### config.mk
export PLATFORM = sky130hd
export DESIGN_NAME = multi_driver_cntrl_flat
export DESIGN_NICKNAME = d
export VERILOG_FILES = /design/src/rtl/multi_driver_cntrl_if.sv /design/src/rtl/multi_driver_cntrl.sv /design/src/flat_wrapper.sv
export SDC_FILE = /design/constraint.sdc
export NUM_CORES = 1
export LEC_CHECK = 0
export CORE_AREA = 2 2 444 446
export DETAILED_ROUTE_END_ITERATION = 6
export DIE_AREA = 0 0 446 448
export PLACE_DENSITY_LB_ADDON = 0.08
export SETUP_SLACK_MARGIN = 0.3
export SYNTH_ARGS = -nofsm -noshare
export SYNTH_HDL_FRONTEND = slang
export SYNTH_SLANG_ARGS = --single-unit
### constraint.sdc
create_clock -name clk -period 14.92 [get_ports clk]
set_input_delay 2.984 -clock clk [delete_from_list [all_inputs] [get_ports clk]]
set_output_delay 2.984 -clock clk [all_outputs]
set_load 0.02 [all_outputs]
### src/rtl/multi_driver_cntrl_if.sv
// Register-bus bundle between the AXI-lite slave adapter (master side) and
// the multi-channel driver control bank (slave side).
interface multi_driver_cntrl_if;
   logic [31:0] slave_awaddr;
   logic [31:0] slave_araddr;
   logic        slave_wr;
   logic        slave_rd;
   logic [31:0] slave_data_in;
   logic [31:0] slave_data_out;
   logic        slave_rd_valid;

   modport master (
      output slave_awaddr, slave_araddr, slave_wr, slave_rd, slave_data_in,
      input  slave_data_out, slave_rd_valid
   );

   modport slave (
      input  slave_awaddr, slave_araddr, slave_wr, slave_rd, slave_data_in,
      output slave_data_out, slave_rd_valid
   );
endinterface

### src/rtl/multi_driver_cntrl.sv
// Multi-channel driver control/status register bank: per-channel program FSM,
// FIFO push port, thresholds and monitor window, plus shared IRQ and trace window.
module multi_driver_cntrl #(
   parameter int NUM_CH    = 2,
   parameter int MON_BINS  = 16,
   parameter int MON_CNT_W = 16,
   parameter int TRACE_W   = 256
) (
   input  logic                                  clk,
   input  logic                                  reset,
   multi_driver_cntrl_if.slave                   bus,
   output logic [32*NUM_CH-1:0]                  addr_fifo_din,
   output logic [NUM_CH-1:0]                     addr_fifo_wr,
   input  logic [NUM_CH-1:0]                     addr_fifo_full,
   input  logic [NUM_CH-1:0]                     addr_fifo_overrun,
   input  logic [NUM_CH-1:0]                     addr_fifo_underrun,
   input  logic [NUM_CH-1:0]                     vector_fifo_overrun,
   input  logic [NUM_CH-1:0]                     vector_fifo_underrun,
   input  logic [16*NUM_CH-1:0]                  words_in_addr_fifo,
   input  logic [16*NUM_CH-1:0]                  words_in_vctr_fifo,
   output logic [16*NUM_CH-1:0]                  addr_fifo_threshold,
   output logic [16*NUM_CH-1:0]                  vector_fifo_threshold,
   input  logic [NUM_CH*MON_BINS*MON_CNT_W-1:0]  mon_cnts,
   output logic [31:0]                           trace_buf_bram_addr,
   input  logic [TRACE_W-1:0]                    trace_buf_bram_data,
   output logic [NUM_CH-1:0]                     active_program,
   output logic [NUM_CH-1:0]                     freeze_program,
   output logic [NUM_CH-1:0]                     end_program,
   output logic                                  irq
);

   localparam int TRACE_WORDS = TRACE_W / 32;

   typedef enum logic [2:0] {
      ST_IDLE   = 3'd0,
      ST_RUN    = 3'd1,
      ST_FROZEN = 3'd2,
      ST_DONE   = 3'd3,
      ST_ERROR  = 3'd4
   } chState_t;

   logic [3:0]           w_wrRegion, w_rdRegion;
   logic [11:0]          w_wrOff, w_rdOff;
   logic                 w_gWr, w_start, w_traceInc;
   logic [31:0]          w_irqSet, w_w1c, w_rdData;
   logic [NUM_CH-1:0]    w_doneEvt, w_errEvt, w_dropEvt;
   logic [3*NUM_CH-1:0]  w_stateVec;
   logic [8*NUM_CH-1:0]  w_dropVec;
   logic                 w_unusedAddrBits;

   logic [31:0]          r_irqStatus, r_irqEnable, r_traceAddr, r_rdData;
   logic                 r_autoInc, r_irq, r_rdValid;

   assign w_wrRegion = bus.slave_awaddr[15:12];
   assign w_wrOff    = bus.slave_awaddr[11:0];
   assign w_rdRegion = bus.slave_araddr[15:12];
   assign w_rdOff    = bus.slave_araddr[11:0];
   // Address bits above the region field are don't-care.
   assign w_unusedAddrBits = ^{bus.slave_awaddr[31:16], bus.slave_araddr[31:16]};

   assign w_gWr   = bus.slave_wr && (w_wrRegion == 4'd0);
   assign w_start = w_gWr && (w_wrOff == 12'h000) && bus.slave_data_in[0];
   assign w_w1c   = (w_gWr && (w_wrOff == 12'h004)) ? bus.slave_data_in : 32'd0;
   assign w_irqSet = 32'(w_doneEvt) | (32'(w_errEvt) << 8) | (32'(w_dropEvt) << 16);
   assign w_traceInc = bus.slave_rd && r_autoInc && (w_rdRegion == 4'd0)
                     && (w_rdOff == 12'(32'h210 + 4*(TRACE_WORDS-1)));

   for (genvar g = 0; g < NUM_CH; g++) begin : gCh
      localparam logic [3:0] REGION = 4'(g + 1);

      chState_t    r_state, w_next;
      logic [4:0]  w_ctrl;
      logic        w_chWr, w_live, w_err, w_push, w_pushOk, w_runEvt, w_doneE, w_errE;
      logic [7:0]  r_dropCnt;
      logic [31:0] r_pushData;
      logic [15:0] r_addrThr, r_vecThr;
      logic        r_pushWr, r_active, r_freeze, r_end;

      assign w_chWr   = bus.slave_wr && (w_wrRegion == REGION);
      assign w_ctrl   = (w_chWr && (w_wrOff == 12'h004)) ? bus.slave_data_in[4:0] : 5'd0;
      assign w_live   = (r_state == ST_RUN) || (r_state == ST_FROZEN);
      assign w_err    = addr_fifo_overrun[g] | addr_fifo_underrun[g]
                      | vector_fifo_overrun[g] | vector_fifo_underrun[g];
      assign w_push   = w_chWr && (w_wrOff == 12'h000);
      assign w_pushOk = w_push && !addr_fifo_full[g] && (r_state != ST_ERROR);

      // Priority chain: abort > error > end > freeze set/clear > run/start.
      always_comb begin
         w_next   = r_state;
         w_runEvt = 1'b0;
         w_doneE  = 1'b0;
         w_errE   = 1'b0;
         if (w_ctrl[2]) begin
            w_next = ST_IDLE;
         end else if (w_live && w_err) begin
            w_next = ST_ERROR;
            w_errE = 1'b1;
         end else if (w_live && w_ctrl[1]) begin
            w_next  = ST_DONE;
            w_doneE = 1'b1;
         end else if ((r_state == ST_RUN) && w_ctrl[3]) begin
            w_next = ST_FROZEN;
         end else if ((r_state == ST_FROZEN) && w_ctrl[4]) begin
            w_next = ST_RUN;
         end else if (!w_live && (w_ctrl[0] || w_start)) begin
            w_next   = ST_RUN;
            w_runEvt = 1'b1;
         end
      end

      always_ff @(posedge clk or posedge reset) begin
         if (reset) begin
            r_state    <= ST_IDLE;
            r_active   <= 1'b0;
            r_freeze   <= 1'b0;
            r_end      <= 1'b0;
            r_pushWr   <= 1'b0;
            r_pushData <= 32'd0;
            r_dropCnt  <= 8'd0;
            r_addrThr  <= 16'd820;
            r_vecThr   <= 16'd7500;
         end else begin
            r_state  <= w_next;
            r_active <= (w_next == ST_RUN) || (w_next == ST_FROZEN);
            r_freeze <= (w_next == ST_FROZEN);
            r_end    <= w_doneE;
            r_pushWr <= w_pushOk;
            if (w_pushOk) begin
               r_pushData <= bus.slave_data_in;
            end
            if (w_runEvt) begin
               r_dropCnt <= 8'd0;
            end else if (w_push && !w_pushOk && (r_dropCnt != 8'hFF)) begin
               r_dropCnt <= r_dropCnt + 8'd1;
            end
            if (w_chWr && (w_wrOff == 12'h008)) begin
               r_addrThr <= bus.slave_data_in[15:0];
            end
            if (w_chWr && (w_wrOff == 12'h00C)) begin
               r_vecThr <= bus.slave_data_in[15:0];
            end
         end
      end

      assign w_doneEvt[g]                  = w_doneE;
      assign w_errEvt[g]                   = w_errE;
      assign w_dropEvt[g]                  = w_push && !w_pushOk;
      assign w_stateVec[3*g +: 3]          = r_state;
      assign w_dropVec[8*g +: 8]           = r_dropCnt;
      assign addr_fifo_din[32*g +: 32]     = r_pushData;
      assign addr_fifo_wr[g]               = r_pushWr;
      assign addr_fifo_threshold[16*g +: 16]   = r_addrThr;
      assign vector_fifo_threshold[16*g +: 16] = r_vecThr;
      assign active_program[g]             = r_active;
      assign freeze_program[g]             = r_freeze;
      assign end_program[g]                = r_end;
   end

   // Shared IRQ and trace-window registers; a set event beats its own W1C.
   always_ff @(posedge clk or posedge reset) begin
      if (reset) begin
         r_irqStatus <= 32'd0;
         r_irqEnable <= 32'd0;
         r_traceAddr <= 32'd0;
         r_autoInc   <= 1'b0;
         r_irq       <= 1'b0;
      end else begin
         r_irqStatus <= (r_irqStatus & ~w_w1c) | w_irqSet;
         r_irq       <= |(r_irqStatus & r_irqEnable);
         if (w_gWr && (w_wrOff == 12'h008)) begin
            r_irqEnable <= bus.slave_data_in;
         end
         if (w_gWr && (w_wrOff == 12'h200)) begin
            r_traceAddr <= bus.slave_data_in;
         end else if (w_traceInc) begin
            r_traceAddr <= r_traceAddr + 32'd1;
         end
         if (w_gWr && (w_wrOff == 12'h204)) begin
            r_autoInc <= bus.slave_data_in[0];
         end
      end
   end

   always_comb begin
      w_rdData = 32'd0;
      if (w_rdRegion == 4'd0) begin
         case (w_rdOff)
            12'h004: w_rdData = r_irqStatus;
            12'h008: w_rdData = r_irqEnable;
            12'h200: w_rdData = r_traceAddr;
            12'h204: w_rdData = {31'd0, r_autoInc};
            default: begin
               for (int k = 0; k < TRACE_WORDS; k++) begin
                  if (w_rdOff == 12'(32'h210 + 4*k)) begin
                     w_rdData = trace_buf_bram_data[32*k +: 32];
                  end
               end
            end
         endcase
      end else begin
         for (int ch = 0; ch < NUM_CH; ch++) begin
            if (w_rdRegion == 4'(ch + 1)) begin
               case (w_rdOff)
                  12'h000: w_rdData = addr_fifo_din[32*ch +: 32];
                  12'h008: w_rdData = {16'd0, addr_fifo_threshold[16*ch +: 16]};
                  12'h00C: w_rdData = {16'd0, vector_fifo_threshold[16*ch +: 16]};
                  12'h010: w_rdData = {16'd0, w_dropVec[8*ch +: 8], 3'd0,
                                       addr_fifo_full[ch], 1'b0, w_stateVec[3*ch +: 3]};
                  12'h014: w_rdData = {16'd0, words_in_addr_fifo[16*ch +: 16]};
                  12'h018: w_rdData = {16'd0, words_in_vctr_fifo[16*ch +: 16]};
                  default: begin
                     for (int i = 0; i < MON_BINS; i++) begin
                        if (w_rdOff == 12'(32'h100 + 4*i)) begin
                           w_rdData[MON_CNT_W-1:0] =
                              mon_cnts[(ch*MON_BINS + i)*MON_CNT_W +: MON_CNT_W];
                        end
                     end
                  end
               endcase
            end
         end
      end
   end

   always_ff @(posedge clk or posedge reset) begin
      if (reset) begin
         r_rdData  <= 32'd0;
         r_rdValid <= 1'b0;
      end else begin
         r_rdValid <= bus.slave_rd;
         if (bus.slave_rd) begin
            r_rdData <= w_rdData;
         end
      end
   end

   assign bus.slave_data_out   = r_rdData;
   assign bus.slave_rd_valid   = r_rdValid;
   assign trace_buf_bram_addr  = r_traceAddr;
   assign irq                  = r_irq;

endmodule
### src/flat_wrapper.sv
// flat-port wrapper written by rule: the top's interface ports become plain ports
module multi_driver_cntrl_flat 
#(
   parameter int NUM_CH    = 2,
   parameter int MON_BINS  = 16,
   parameter int MON_CNT_W = 16,
   parameter int TRACE_W   = 256
)
  (clk, reset, addr_fifo_din, addr_fifo_wr, addr_fifo_full, addr_fifo_overrun, addr_fifo_underrun, vector_fifo_overrun, vector_fifo_underrun, words_in_addr_fifo, words_in_vctr_fifo, addr_fifo_threshold, vector_fifo_threshold, mon_cnts, trace_buf_bram_addr, trace_buf_bram_data, active_program, freeze_program, end_program, irq, bus_slave_awaddr, bus_slave_araddr, bus_slave_wr, bus_slave_rd, bus_slave_data_in, bus_slave_data_out, bus_slave_rd_valid);
  multi_driver_cntrl_if bus_i ();
  input  logic clk;
  input  logic reset;
  output logic [32*NUM_CH-1:0] addr_fifo_din;
  output logic [NUM_CH-1:0] addr_fifo_wr;
  input  logic [NUM_CH-1:0] addr_fifo_full;
  input  logic [NUM_CH-1:0] addr_fifo_overrun;
  input  logic [NUM_CH-1:0] addr_fifo_underrun;
  input  logic [NUM_CH-1:0] vector_fifo_overrun;
  input  logic [NUM_CH-1:0] vector_fifo_underrun;
  input  logic [16*NUM_CH-1:0] words_in_addr_fifo;
  input  logic [16*NUM_CH-1:0] words_in_vctr_fifo;
  output logic [16*NUM_CH-1:0] addr_fifo_threshold;
  output logic [16*NUM_CH-1:0] vector_fifo_threshold;
  input  logic [NUM_CH*MON_BINS*MON_CNT_W-1:0] mon_cnts;
  output logic [31:0] trace_buf_bram_addr;
  input  logic [TRACE_W-1:0] trace_buf_bram_data;
  output logic [NUM_CH-1:0] active_program;
  output logic [NUM_CH-1:0] freeze_program;
  output logic [NUM_CH-1:0] end_program;
  output logic irq;
  input wire logic [$bits(bus_i.slave_awaddr)-1:0] bus_slave_awaddr;
  input wire logic [$bits(bus_i.slave_araddr)-1:0] bus_slave_araddr;
  input wire logic [$bits(bus_i.slave_wr)-1:0] bus_slave_wr;
  input wire logic [$bits(bus_i.slave_rd)-1:0] bus_slave_rd;
  input wire logic [$bits(bus_i.slave_data_in)-1:0] bus_slave_data_in;
  output wire logic [$bits(bus_i.slave_data_out)-1:0] bus_slave_data_out;
  output wire logic [$bits(bus_i.slave_rd_valid)-1:0] bus_slave_rd_valid;
  assign bus_i.slave_awaddr = bus_slave_awaddr;
  assign bus_i.slave_araddr = bus_slave_araddr;
  assign bus_i.slave_wr = bus_slave_wr;
  assign bus_i.slave_rd = bus_slave_rd;
  assign bus_i.slave_data_in = bus_slave_data_in;
  assign bus_slave_data_out = bus_i.slave_data_out;
  assign bus_slave_rd_valid = bus_i.slave_rd_valid;
  multi_driver_cntrl #(.NUM_CH(NUM_CH), .MON_BINS(MON_BINS), .MON_CNT_W(MON_CNT_W), .TRACE_W(TRACE_W)) u_core (.clk(clk), .reset(reset), .bus(bus_i), .addr_fifo_din(addr_fifo_din), .addr_fifo_wr(addr_fifo_wr), .addr_fifo_full(addr_fifo_full), .addr_fifo_overrun(addr_fifo_overrun), .addr_fifo_underrun(addr_fifo_underrun), .vector_fifo_overrun(vector_fifo_overrun), .vector_fifo_underrun(vector_fifo_underrun), .words_in_addr_fifo(words_in_addr_fifo), .words_in_vctr_fifo(words_in_vctr_fifo), .addr_fifo_threshold(addr_fifo_threshold), .vector_fifo_threshold(vector_fifo_threshold), .mon_cnts(mon_cnts), .trace_buf_bram_addr(trace_buf_bram_addr), .trace_buf_bram_data(trace_buf_bram_data), .active_program(active_program), .freeze_program(freeze_program), .end_program(end_program), .irq(irq));
endmodule
==> impl_metrics.py <==
metrics = {
    "route": {
        "first_iter_violations": 3147,
        "route.met2.wl_um": 130600,
        "totalWireLength_um": 261500,
        "met3_length_um": 13830,
        "vias_per_cell": 4.564,
        "drcViolationCount": 0,
        "routedWlPerCell_um": 42.32,
        "drt-met1-wl_um": 107200,
        "final_antenna_net_count": 0,
        "top_layer": "met5",
        "vias": 28200,
        "dr.pass1.iters": 6,
    },
    "power": {
        "p_int_uw": 1611,
        "p_sw_uw": 678.1,
        "combPwrFrac": 0.216,
        "p_sw_frac": 0.2962,
        "cellPowerDensity_nw_per_um2": 61.86,
        "clkPwrFrac": 0.437,
        "irDropWorstVdd_mv": 0.06181,
        "pwr-share-seq": 0.348,
        "power.leakage_uw": 0.01366,
    },
    "sta": {
        "rsz0062_at_grt": "no",
        "worst_slack_ns": 7.608,
        "tightest_slew_ns": 1.279,
        "slew-limit-headroom": 0.1440,
        "skew_ns": 0.02353,
        "drv_slew": 0,
        "post-route-min-period_ns": 7.312,
        "fin_tns_setup_ns": 0,
        "setup_viol": 0,
        "fin_crit_sh": 0.4901,
        "clock.fmax_ghz": 0.1368,
        "final-hold-violation-count": 0,
    },
    "critical_path": {
        "crit_path_start": "bus_slave_araddr[7]",
        "cp_num_cells": 10,
        "r2r_setup_slack_ns": 11.81,
        "ff2ff_path_depth": 7,
        "crit_arrival_ns": 7.77,
        "path_delay_family": "compound AO/OA/AOI/OAI gates",
        "reg2reg_from": "u_core.gCh[0].r_addrThr[13]",
        "critical_path_class": "input pin to flop",
        "cp_slowest_cell": "clkdlybuf4s50_1",
        "cp-start-kind": "input pin",
        "path_max_fanout": 12,
        "worst_path_largest_cell_delay_ns": 0.90,
        "cp_num_buf_inv": 2,
        "path_cells": "clkdlybuf4s50_1 > or3_1 > a2111o_1 > buf_4 > nand3_1 > nor3_1 > a22oi_1 > a2111oi_0 > nor2b_1 > a31o_2",
        "end_kind": "flop",
        "cp.required_ns": 15.38,
        "r2r_end": "u_core.bus.slave_data_out[13]",
    },
    "synthesis": {
        "synth_ff_type": "dfrtp_1",
        "synth.largest_area_cell": "dfrtp_1",
        "synth_top_area_frac": 0.3136,
        "ys_seq_area_frac": 0.3435,
        "synthXorXnorAreaFrac": 0.01906,
        "syn_nets": 3454,
        "synth_top_family_by_area": "compound AO/OA/AOI/OAI gates",
        "syn_inst": 2509,
        "syn_avg_cell_area_um2": 8.427,
        "ys_ff_latch": 289,
        "synth_area_leaders": "dfrtp_1 31%, a22oi_1 7.6%, nand2_1 6.3%",
        "synthMuxAreaShare": 0.08131,
        "async_reset_ff_frac": 1.000,
        "yosysUniqueCellTypes": 96,
        "yosys.area_share.adder": 0.001775,
        "synth.most_common_cell": "nand2_1",
        "yosys.area_share.simple": 0.1991,
        "synth_compound_area_frac": 0.3048,
        "synth_common_cells": "356 x nand2_1, 265 x dfrtp_1, 213 x a22oi_1",
        "yosysWarnings": 0,
        "mappedNetlistArea_um2": 21140,
        "synth_edf_count": 0,
    },
    "floorplan": {
        "dieArea_um2": 199800,
        "die_h_um": 448,
        "ioPinCount": 1144,
        "rows": 162,
        "initial_core_util": 0.1087,
        "die_w_um": 446,
        "core_area_um2": 194600,
    },
    "clock_tree": {
        "cts_max_path_buffers": 3,
        "hold_buffers": 0,
        "numCtsBuffers": 39,
        "cts-resized-gates": 0,
        "htree_levels": 2,
        "cts_root_buf": "clkbuf_16",
        "cts_sinks": 289,
        "cts_setup_buffers": 0,
        "tritoncts": "yes",
        "path_clk_slew_ns": 0.06,
        "clk_latency_ns": 0.59,
    },
    "hold_path": {
        "hp-class": "flop to flop",
        "hold_end": "u_core.bus.slave_data_out[25]",
        "hold_depth": 1,
        "holdCritStartpoint": "u_core.bus.slave_data_out[25]",
    },
    "place": {
        "hpwl_um": 214400,
        "placed_area_um2": 35610,
        "gp_congestion": 0.9211,
        "place_ws_ns": 6.918,
        "port_buffers": 1111,
    },
    "finish": {
        "fillers": 21780,
        "drive_above_1_share": 0.1111,
        "area_growth_pct": 75.06,
        "fin_area_um2": 37010,
        "finish.net_count": 4505,
    },
    "grt": {
        "grtUsageTotal": 0.2507,
        "grt-ovfl-total": 0,
        "grt_max_degree": 142,
        "grt_pass1_wl_um": 325000,
        "grt_antenna_before_repair": 143,
        "grt_pass1_vias": 27250,
    },
    "flow_run": {
        "drv_cap": 0,
    },
    "run_status": {
        "status": "complete, no violations",
    },
}
==> power groups by stage <==
stage | registers [uW] | logic (uW) | clock network (uW)
floorplan | 815 | 88.3 | 0
global placement | 810 | 491 | 0
detailed placement | 810 | 491 | 0
CTS | 796 | 494 | 1040
global route | 796 | 509 | 1050
finish | 796 | 494 | 1000
==> cell usage in the layout, fill, tap and decap left out, drive strengths merged, types with 12 or more instances in the layout <==
cell type / instances
a21oi: 172
nand2: 356
o22ai: 56
nand4: 33
nor2b: 12
dfstp: 24
a222oi: 30
a211oi: 23
a22o: 43
a22oi: 213
dfrtp: 265
a2111oi: 16
o211ai: 18
nor4: 18
clkdlybuf4s50: 1107
a21boi: 28
a221o: 18
buf: 127
and2: 13
a221oi: 29
nand3: 80
mux2: 102
clkbuf: 56
inv: 16
xor2: 35
nand2b: 14
o21ai: 101
mux2i: 39
a31oi: 50
and3: 23
diode: 48
o221ai: 26
nor3: 72
nor2: 180
==> per-stage QoR <==
| step | utilization | hold slack (ns) | power, uW | instances |
|---|---|---|---|---|
| 5_1_grt | 0.1900 | 0.5095 | 2358 | 6166 |
| 3_5_place_dp | 0.1830 | 0.4752 | 1301 | 6061 |
| 2_1_floorplan | - | 0.4665 | 903.1 | 2509 |
| 4_1_cts | 0.1896 | 0.4884 | 2326 | 6132 |
| 3_3_place_gp | 0.1830 | 0.4656 | 1301 | 6061 |
| 6_report | 0.1902 | 0.4874 | 2290 | 6180 |
==> cells by family (layout without fill, tap and decap cells) <==
kind of cell    count (synthesis)  after routing
compound gates                915            915
fa+ha+maj                       3              3
xor+xnor                       46             46
simple gates                  868            868
buf+inv                       239           1320
other cells                     0             48
mux                           149            149
flops                         289            289
==> how the worst max path moves through the flow <==
stage | to | slack, ns
2_1_floorplan | u_core.bus.slave_data_out[0] | 4.00
3_3_place_gp | u_core.bus.slave_data_out[14] | 6.99
3_5_place_dp | u_core.bus.slave_data_out[13] | 6.92
4_1_cts | u_core.bus.slave_data_out[13] | 7.57
5_1_grt | u_core.bus.slave_data_out[13] | 7.43
6_report | u_core.bus.slave_data_out[13] | 7.61
==> sequential cells by signal, indices dropped and copies added (netlist names) <==
signal,count
u_core.gCh.r_pushData,64
u_core.bus.slave_data_out,32
u_core.gCh.r_addrThr,32
u_core.gCh.r_vecThr,32
u_core.r_irqEnable,32
u_core.r_irqStatus,32
u_core.trace_buf_bram_addr,32
u_core.gCh.r_dropCnt,16
u_core.gCh.r_state,6
u_core.gCh.r_active,2
u_core.gCh.r_end,2
u_core.gCh.r_freeze,2
u_core.gCh.r_pushWr,2
u_core.bus.slave_rd_valid,1
u_core.irq,1
u_core.r_autoInc,1
==> routing by layer <==
| layer | track usage | vias to the layer above |
|---|---|---|
| met2 | 0.4357 | 1395 |
| met5 | 0 | - |
| met4 | 0.09427 | 24 |
| met3 | 0.03487 | 356 |
| li1 | - | 11820 |
| met1 | 0.3128 | 14610 |
==> area by class of cell <==
| type | count | area [um^2] | share of cell area |
|---|---|---|---|
| multi-input cells | 1981 | 13070 | 0.3530 |
| flip-flops and latches | 289 | 7262 | 0.1962 |
| clock inverters | 15 | 147.6 | 0.003989 |
| inverters | 15 | 63.81 | 0.001724 |
| repair buffers | 1234 | 12040 | 0.3253 |
| well taps | 2542 | 3181 | 0.08593 |
| diodes | 48 | 120.1 | 0.003245 |
| clock buffers | 56 | 1131 | 0.03056 |
==> worst reg2reg max path, delay by kind of cell (launching register included) <==
kind	cells	cell delay, ns
AOI/OAI and AO/OA	4	2.12
DFF	1	0.46
muxes	1	0.21
and+or+nand+nor	2	0.19
(Power assumes the default switching activity.)
